### config.mk
export PLATFORM = sky130hd
export DESIGN_NAME = sort_stream_fifo
export DESIGN_NICKNAME = d
export VERILOG_FILES = /design/src/rtl/sort_stream_fifo.sv
export SDC_FILE = /design/constraint.sdc
export NUM_CORES = 1
export LEC_CHECK = 0
export ABC_AREA = 1
export BUFFER_PORTS_ARGS = -buffer_cell sky130_fd_sc_hd__buf_2
export CAP_MARGIN = 40
export CELL_PAD_IN_SITES_DETAIL_PLACEMENT = 1
export CELL_PAD_IN_SITES_GLOBAL_PLACEMENT = 2
export CORE_MARGIN = 2
export CORE_UTILIZATION = 33
export DETAILED_ROUTE_END_ITERATION = 6
export PLACE_DENSITY_LB_ADDON = 0.1
export SYNTH_ARGS = -nofsm -noshare
export SYNTH_HDL_FRONTEND = slang
export SYNTH_SLANG_ARGS = --single-unit
### constraint.sdc
create_clock -name ap_clk -period 3.55 [get_ports ap_clk]
set_clock_uncertainty 0.15 [all_clocks]
set_input_delay 0.355 -clock ap_clk [delete_from_list [all_inputs] [get_ports ap_clk]]
set_output_delay 0.355 -clock ap_clk [all_outputs]
set_load 0.01 [all_outputs]
### src/rtl/sort_stream_fifo.sv
// Show-ahead stream FIFO linking adjacent sort cells (ap_fifo responder side).
// Registered full/empty flags, occupancy count and sticky overflow/underflow flags.
module sort_stream_fifo #(
    parameter int DATA_WIDTH = 32,
    parameter int DEPTH      = 2,
    parameter int ADDR_WIDTH = 1
) (
    input  logic                  ap_clk,
    input  logic                  ap_rst,
    input  logic [DATA_WIDTH-1:0] if_din,
    input  logic                  if_write,
    output logic                  if_full_n,
    output logic [DATA_WIDTH-1:0] if_dout,
    input  logic                  if_read,
    output logic                  if_empty_n,
    output logic [ADDR_WIDTH:0]   usedw,
    output logic                  ovf_err,
    output logic                  udf_err
);

    localparam logic [ADDR_WIDTH-1:0] LAST_IDX = ADDR_WIDTH'(DEPTH - 1);
    localparam logic [ADDR_WIDTH:0]   FULL_CNT = (ADDR_WIDTH + 1)'(DEPTH);

    logic [DATA_WIDTH-1:0] mem_q [DEPTH];
    logic [ADDR_WIDTH-1:0] wptr_q, wptr_d;
    logic [ADDR_WIDTH-1:0] rptr_q, rptr_d;
    logic [ADDR_WIDTH:0]   cnt_q, cnt_d;
    logic                  full_n_q, full_n_d;
    logic                  empty_n_q, empty_n_d;
    logic                  ovf_q, ovf_d;
    logic                  udf_q, udf_d;
    logic                  wr_acc, rd_acc;

    assign wr_acc = if_write & full_n_q;
    assign rd_acc = if_read & empty_n_q;

    always_comb begin
        wptr_d    = wptr_q;
        rptr_d    = rptr_q;
        cnt_d     = cnt_q;
        ovf_d     = ovf_q | (if_write & ~full_n_q);
        udf_d     = udf_q | (if_read & ~empty_n_q);
        if (wr_acc)
            wptr_d = (wptr_q == LAST_IDX) ? '0 : wptr_q + 1'b1;
        if (rd_acc)
            rptr_d = (rptr_q == LAST_IDX) ? '0 : rptr_q + 1'b1;
        // Simultaneous accepted read and write leave occupancy unchanged.
        if (wr_acc && !rd_acc)
            cnt_d = cnt_q + 1'b1;
        else if (rd_acc && !wr_acc)
            cnt_d = cnt_q - 1'b1;
        empty_n_d = (cnt_d != '0);
        full_n_d  = (cnt_d != FULL_CNT);
    end

    always_ff @(posedge ap_clk) begin
        if (ap_rst) begin
            wptr_q    <= '0;
            rptr_q    <= '0;
            cnt_q     <= '0;
            full_n_q  <= 1'b1;
            empty_n_q <= 1'b0;
            ovf_q     <= 1'b0;
            udf_q     <= 1'b0;
        end else begin
            wptr_q    <= wptr_d;
            rptr_q    <= rptr_d;
            cnt_q     <= cnt_d;
            full_n_q  <= full_n_d;
            empty_n_q <= empty_n_d;
            ovf_q     <= ovf_d;
            udf_q     <= udf_d;
        end
    end

    // Storage is never cleared; stale contents are hidden by if_empty_n.
    always_ff @(posedge ap_clk) begin
        if (!ap_rst && wr_acc)
            mem_q[wptr_q] <= if_din;
    end

    assign if_dout    = mem_q[rptr_q];
    assign if_full_n  = full_n_q;
    assign if_empty_n = empty_n_q;
    assign usedw      = cnt_q;
    assign ovf_err    = ovf_q;
    assign udf_err    = udf_q;

endmodule

Word-level counts from Yosys, hierarchy flattened
Memories as Yosys holds them, arrays and structs flattened. A register that Yosys moved wholly into a read port is not among the register bits.
Index checks and enable logic that the tools add are counted.

word-level totals
  flip-flop bits (word level) = 8
  latch bits = 0
  memory bits (writable) = 64
  memory bits (read-only) = 0
  logic and storage cells = 36
  memories = 1

memories
  memory  words  bits a word  read ports  clocked after Yosys merged registers in  write ports  RTL line  source
  mem_q   2      32           1           1                                        1            24        logic [DATA_WIDTH-1:0] mem_q [DEPTH];

operators by class
  $add $sub $neg = 4
  multiply operators = 0
  div/mod/pow operators = 0
  order comparisons = 0
  equality and inequality tests = 1
  shifts and indexed selects = 0
  multiplexer cells = 8
  bitwise logic cells = 8
  reductions and logical operators = 7

operator list
  operator             count
  $mux 1               6
  $and 1x1->1          4
  $mux 2               2
  $logic_and 1x1->1    3
  $logic_not 1->1      3
  $add 1x1->1 const B  2
  $add 2x1->2 const B  1
  $ne 2x2->1 const B   1
  $not 1->1            2
  $or 1x1->1           2
  $reduce_bool 2->1    1
  $sub 2x1->2 const B  1

Longest topological paths before layout
Gate-level depths: netlist (run 1).

  word-level depth = 6
  depth in mapped cells = 6
  mapped depth without buffers = 6

Worst setup path after synthesis (run 1)
Ideal clock, no wire load.

  path kind = input-to-reg
  from = input port ap_rst
  to = memory mem_q[1][0] (enable)
  data arrival time = 2,780 ps
  setup slack = 159 ps
  cell stages on the path = 2
  cells stage by stage = clkbuf_1 > nor3_1

on the way
  cells in the longest elaborated chain, start to end = 4

ends and longest elaborated chain
  item                          RTL line  source
  start, declared               9         input logic ap_rst,
  $logic_not 1->1               78        if (!ap_rst && wr_acc)
  $logic_and 1x1->1             78
  $mux 1                        78
  $mux 1 (not written as such)  79        mem_q[wptr_q] <= if_din;
  end, declared                 24

Every way passes these cells.

==> metrics.txt, run 1 <==
Die X 96.8 µm; HP Class input port to register; non-filler cells, final 345; startpoint class of the critical path register; crit-path max cell delay 0.62 ns; port bufs 73; num rows 33; CP arrival 1.68 ns; Final GP Congestion 0.774; Tot GR Track Use 0.116; Final Max Tran Viols 0; leakage power 1.45 nW; Worst Path Max Fanout 20; wire length of the first global-routing pass 8.53 mm; RSZ-0062 raised after global routing no; Synth Area per Inst 18.7 µm²; reg2reg start if_full_n; diodes inserted 0; GRT overflow 0; Peak Freq 0.458 GHz; initial DRC count 38; Syn Nets 188; final setup fails 0; CP endpoint kind output port; critical path type register to output port; worst-skew pair later-pin latency 0.33 ns; Mapped Area 2840 µm²; Pwr per Cell Area 605 nW/µm²; Synth cell types 17; clk root buf clkbuf_8; area occupied by multi-input gates 638 µm²; WL final 5.19 mm; Syn Inst Count 152; CTS sink cnt 73; CTS tree built; largest net degree at the start of global routing 21; utilization of the core after routing 0.430; ANT nets after route 0; Seq cells post-synth 73; setup_tns 0 ns; placed inst area 3340 µm²; Initial Utilization 0.342; antenna violations before repair 0; Clock transition at path regs 0.07 ns; Pre-antenna DRT Iters 4; status finished clean; CP Cell Sequence buf_12, mux2_4, buf_2; dpl ws 1.63 ns; Slowest cell on crit path dfxtp_2; # resized after CTS 0; # placed instances 329; Fill cells 844; storage element area 2100 µm²; DIE HEIGHT 96.8 µm; Post-CTS Setup Bufs 0; area grow syn2layout 25.8%; critical path required time 3.04 ns; total of max-cap violations 0; Final period util 0.616; via count 1541; WL/cell 15.0 µm; total CTS buffers 9; final setup margin 1.36 ns; Period minus WS final 2.19 ns; final hold violations 0; worst slew pin tran 0.491 ns; sequential-to-total area share from yosys stat 0.740; Worst VDD drop 0.000238 V; Hold-fix buffers, CTS 0; CTS max path bufs 2; P_int 1.65 mW; core area 8300 µm²; Design Area, Final 3570 µm²; Post-route DRC 0; Final HPWL DP 3.64 mm; Via-to-Cell Ratio 4.47; number of global-route vias before repair 1762; clock share of power 0.347; Gate power share 0.173; I/O pin cnt 74; Slew Limit Headroom 0.672; Seq pwr share 0.480; Die ar. 9360 µm²; Switching Fraction 0.235; H-tree depth 3; Switch Pwr 507 µW; layout cells sized above 1 0.533; hold_sp if_din[28]; Ys Warns 0; Total Nets Final 271
-- final cells by class --
class	count	share of cell area
tap	105	0.0368
clock buffer	10	0.0357
inverter	10	0.0105
timing repair buffer	77	0.120
sequential	73	0.589
clock inverter	6	0.0298
multi-input combinational	64	0.179
-- routing by layer --
metal,track usage,vias to the layer above,wire length [µm]
li1,-,725,-
met1,0.126,754,2090
met2,0.208,54,2730
met3,0.0325,8,296
met4,0.0553,0,70
met5,0,-,0
-- power groups by stage --
| stage | registers [mW] | clock network [mW] | logic, mW |
|---|---|---|---|
| 3_5_place_dp | 1.06 | 0 | 0.380 |
| 4_1_cts | 1.04 | 0.777 | 0.383 |
| 2_1_floorplan | 1.04 | 0 | 0.272 |
| 6_report | 1.04 | 0.751 | 0.374 |
| 5_1_grt | 1.05 | 0.802 | 0.406 |
| 3_3_place_gp | 1.08 | 0 | 0.336 |
-- cells in the mapped netlist (all sizes together) --
master / n / share of area
nand2: 13 / 0.017
buf: 4 / 0.025
a21oi: 3 / 0.0053
clkbuf: 1 / 0.0013
dfxtp: 9 / 0.063
nand3: 8 / 0.018
inv: 10 / 0.013
nand4: 1 / 0.0022
xor2: 1 / 0.0031
edfxtp: 64 / 0.68
nor2: 5 / 0.0066
mux2: 32 / 0.17
nor3: 1 / 0.0018
-- metrics by stage --
step                      hold WS, ns  power, mW
final                          0.0586       2.16
after global routing           0.0412       2.25
after CTS                      0.0382       2.20
after detailed placement        0.305       1.44
after global placement          0.294       1.41
after floorplan                 0.295       1.32
-- critical path, delay by kind of cell (launching register included) --
kind,cells,cell delay [ns]
buffers and inverters,2,0.40
flip-flops,1,0.62
multiplexers,1,0.32
-- state kept, by name, summed over array words and instances, names as in the netlist, named ones only --
name        flops
wptr_q          1
mem_q          64
if_full_n       1
usedw           2
udf_err         1
rptr_q          1
if_empty_n      1
ovf_err         1
-- placed cells by master, fill, tap and decap left out --
cell type	instances
a21oi_1	3
buf_12	1
buf_16	1
buf_2	73
buf_4	2
bufinv_16	3
clkbuf_1	1
clkbuf_8	9
clkinv_1	2
clkinv_4	1
dfxtp_1	8
dfxtp_2	1
edfxtp_1	64
inv_1	9
inv_2	1
mux2_2	2
mux2_4	30
nand2_1	13
nand3_1	6
nand3_2	2
nand4_1	1
nor2_1	4
nor2_4	1
nor3_2	1
xor2_1	1
-- final timing paths --
kind              cells after the start           end  slack [ns]
setup reg to reg                      5  mem_q[0][27]        1.71
setup / recovery                      3   if_dout[25]        1.36
hold reg to reg                       2       udf_err        0.32
hold / removal                        1  mem_q[1][28]        0.06
-- cells by family after synthesis --
group / Yosys count / synth area share
flip-flops: 73 / 0.740
AND/OR/NAND/NOR: 28 / 0.0454
XOR/XNOR: 1 / 0.00308
AO/OA/AOI/OAI: 3 / 0.00528
buffers and inverters: 15 / 0.0396
multiplexers: 32 / 0.167
(Power assumes the default switching activity.)
==> inputs of run 2 (changes only) <==
CORE_UTILIZATION = 37   (was 33)
clock period = 2.25 ns   (was 3.55 ns; I/O delays follow)
==> metrics.txt, run 2 (synthesized netlist as in run 1, its figures left out) <==
R2R Path End mem_q[0][6]; final setup fails 0; largest net degree at the start of global routing 27; Switching Fraction 0.241; wire length of the first global-routing pass 8.71 mm; hold_sp if_write; worst-skew pair later-pin latency 0.33 ns; HP Class input port to register; Worst Path Max Fanout 26; Pre-antenna DRT Iters 4; max FFs per register 64; Total Nets Final 304; Clock transition at path regs 0.07 ns; CTS sink cnt 73; Slew Limit Headroom 0.812; status finished clean; I/O pin cnt 74; Final GP Congestion 0.693; number of global-route vias before repair 1762; most common cell after layout, fill and taps aside buf_2; H-tree depth 3; RSZ-0062 raised after global routing no; setup_tns 0 ns; area grow syn2layout 35.8%; Final period util 0.873; total of max-cap violations 0; final hold violations 0; GRT overflow 0; layout cells sized above 1 0.473; via count 1638; CP arrival 1.59 ns; Via-to-Cell Ratio 4.40; Period minus WS final 1.96 ns; register-to-register setup slack 0.60 ns; Worst VDD drop 0.000343 V; WHS 0.0203 ns; WL final 5.45 mm; CTS tree built; Tot GR Track Use 0.140; port bufs 73; WL/cell 14.6 µm; antenna violations before repair 0; worst reg2reg path depth 5; Gate power share 0.191; hold path depth 3; Switch Pwr 802 µW; leakage power 1.57 nW; total CTS buffers 9; Pwr per Cell Area 865 nW/µm²; DIE HEIGHT 91.6 µm; Initial Utilization 0.387; initial DRC count 63; Die ar. 8390 µm²; Worst Hold End ovf_err; CTS max path bufs 2; diodes inserted 0; startpoint class of the critical path register; Final Max Tran Viols 0; Seq pwr share 0.487; clk root buf clkbuf_8; ANT nets after route 0; CP endpoint kind output port; num rows 31; worst slew pin tran 0.281 ns; critical path required time 1.88 ns; clock share of power 0.322; reg2reg start if_full_n; Die X 91.6 µm; Post-route DRC 0; Largest Register mem_q; Peak Freq 0.509 GHz; P_int 2.53 mW; core area 7330 µm²; Final HPWL DP 3.78 mm; commonest non-fill, non-tap cells in the layout 73 x buf_2, 64 x edfxtp_1, 32 x dlygate4sd3_1; critical path type register to output port
==> run 2: cell types whose count changed in the layout (fill, tap and decap cells not counted), sizes merged <==
cell / change
dlygate4sd3: +32
buf: +1
bufinv: -1
clkbuf: +1
clkinv: -1
clkinvlp: +1
==> run 2: per-layer routing <==
layer | global-route usage | up-vias | wire (µm)
li1 | - | 795 | -
met3 | 0.0403 | 2 | 261
met1 | 0.155 | 796 | 2180
met2 | 0.247 | 45 | 2960
met5 | 0 | - | 0
met4 | 0.0644 | 0 | 42
==> run 2: worst max path at each step <==
stage               from      endpoint  slack (ns)  cells after the start
5_1_grt         register    if_dout[9]        0.20                      3
6_report        register    if_dout[9]        0.29                      3
3_3_place_gp   if_full_n  mem_q[0][26]        0.62                      5
4_1_cts         register    if_dout[9]        0.26                      3
3_5_place_dp   if_full_n   mem_q[0][7]        0.61                      5
2_1_floorplan  if_full_n   mem_q[0][0]        0.12                      4
==> run 2: layout make-up <==
| cell class | instances | area (µm²) |
|---|---|---|
| Fill cell | 752 | 3470 |
| Sequential cell | 73 | 2100 |
| Timing Repair Buffer | 110 | 736 |
| Multi-Input combinational cell | 64 | 644 |
| Clock buffer | 11 | 131 |
| Tap cell | 99 | 124 |
| Clock inverter | 5 | 80.1 |
| Inverter | 10 | 37.5 |
==> run 2: what timing repair did <==
item	in CTS	in global routing
buffers inserted	0	0
resized for setup	0	0
endpoints found under the hold margin	64	0
hold buffers	32	0
==> run 2: power by group through the flow <==
| stage | sequential, mW | clock [mW] | combinational [mW] |
|---|---|---|---|
| 6_report | 1.63 | 1.07 | 0.636 |
| 2_1_floorplan | 1.64 | 0 | 0.433 |
| 3_3_place_gp | 1.65 | 0 | 0.592 |
| 4_1_cts | 1.63 | 1.11 | 0.651 |
| 5_1_grt | 1.64 | 1.18 | 0.690 |
| 3_5_place_dp | 1.66 | 0 | 0.604 |
==> run 2: worst max-delay path, cell delays in order, from the launching register on <==
cell,delay (ns)
dfxtp_2,0.49
buf_12,0.26
mux2_2,0.36
buf_2,0.14
==> run 2: per-stage QoR <==
| step | instance area, µm² | instances | utilization | power [mW] | worst slack [ns] |
|---|---|---|---|---|---|
| after CTS | 3860 | 372 | 0.526 | 3.38 | 0.256 |
| final | 3860 | 372 | 0.526 | 3.34 | 0.286 |
| after global routing | 3860 | 372 | 0.526 | 3.50 | 0.200 |
| after global placement | 3320 | 324 | 0.453 | 2.24 | 0.620 |
| after floorplan | 2850 | 152 | - | 2.08 | 0.118 |
| after detailed placement | 3320 | 324 | 0.453 | 2.26 | 0.610 |
==> inputs of run 3 (changes only) <==
HOLD_SLACK_MARGIN = 0.12   (was unset)
==> metrics.txt, run 3 (synthesized netlist as in run 1, its figures left out) <==
status finished clean; Pre-antenna DRT Iters 4; number of global-route vias before repair 1783; Final HPWL DP 3.78 mm; Worst Path Max Fanout 26; leakage power 1.60 nW; Post-route DRC 0; final setup fails 0; final hold violations 0; CTS sink cnt 73; antenna violations before repair 0; via count 1662; Die ar. 8390 µm²; setup_tns 0 ns; Final GP Congestion 0.693; CTS max path bufs 2; register-to-register setup slack 0.60 ns; Pwr per Cell Area 857 nW/µm²; H-tree depth 3; commonest non-fill, non-tap cells in the layout 73 x buf_2, 64 x edfxtp_1, 37 x dlygate4sd3_1; wire length of the first global-routing pass 8.83 mm; startpoint class of the critical path register; Worst VDD drop 0.000343 V; clk root buf clkbuf_8; area grow syn2layout 37.6%; Final Max Tran Viols 0; largest net degree at the start of global routing 27; worst-skew pair later-pin latency 0.33 ns; worst slew pin tran 0.282 ns; dpl ws 0.610 ns; I/O pin cnt 74; most common cell after layout, fill and taps aside buf_2; Initial Utilization 0.387; Via-to-Cell Ratio 4.40; Total Nets Final 309; num rows 31; critical path type register to output port; Clock transition at path regs 0.07 ns; ANT nets after route 0; initial DRC count 65; Die X 91.6 µm; # placed instances 324; HP Class register to register; DIE HEIGHT 91.6 µm; WL/cell 14.6 µm; Final period util 0.874; non-filler cells, final 378; Post-CTS Setup Bufs 0; CP arrival 1.59 ns; Peak Freq 0.508 GHz; WHS 0.333 ns; critical path required time 1.88 ns; core area 7330 µm²; final setup margin 0.283 ns; total of max-cap violations 0; layout cells sized above 1 0.464; max FFs per register 64; port bufs 73; Tot GR Track Use 0.141; total CTS buffers 9; CP endpoint kind output port; Fill cells 753; Largest Register mem_q; RSZ-0062 raised after global routing no; WL final 5.51 mm; Period minus WS final 1.97 ns; Slew Limit Headroom 0.812; GRT overflow 0; CTS tree built
## run 3: final cells by class
| class | instances | area [µm²] | share of cell area |
|---|---|---|---|
| Timing Repair Buffer | 115 | 786 | 0.201 |
| Multi-Input combinational cell | 64 | 644 | 0.165 |
| Tap cell | 99 | 124 | 0.0317 |
| Clock inverter | 5 | 80.1 | 0.0205 |
| Sequential cell | 73 | 2100 | 0.538 |
| Clock buffer | 11 | 131 | 0.0336 |
| Antenna cell | 1 | 2.50 | 0.000640 |
| Inverter | 10 | 37.5 | 0.00960 |
## run 3: per-layer routing
layer,up-vias,global-route usage,part of all wire
li1,806,-,-
met1,808,0.157,0.40
met2,44,0.248,0.54
met3,4,0.0403,0.049
met4,0,0.0694,0.013
met5,-,0,0
## run 3: path summary, 6_finish.rpt
kind / endpoint / depth (start not counted) / startpoint
worst max-delay path: if_dout[9] / 3 / register
worst min-delay path: wptr_q / 2 / wptr_q
worst max register to register: mem_q[0][6] / 5 / if_full_n
worst min register to register: wptr_q / 2 / wptr_q
## run 3: power by group
| group | switching (mW) | internal [mW] |
|---|---|---|
| Combinational | 0.302 | 0.344 |
| Sequential | 0.0519 | 1.57 |
| Clock | 0.452 | 0.624 |
## run 3: repair_timing
item,CTS,global route
hold endpoints to repair,69,0
resized for setup,0,0
hold buffers,37,0
## run 3: worst max-delay path: stages, from the launching register on
cell,delay [ns]
dfxtp_2,0.49
buf_12,0.26
mux2_2,0.36
buf_2,0.14
## run 3: metrics by stage
stage,power (mW),area [µm²],utilization
after floorplan,2.08,2850,-
after global placement,2.24,3320,0.453
after detailed placement,2.26,3320,0.453
after CTS,3.39,3910,0.533
after global routing,3.52,3910,0.533
final,3.35,3910,0.533
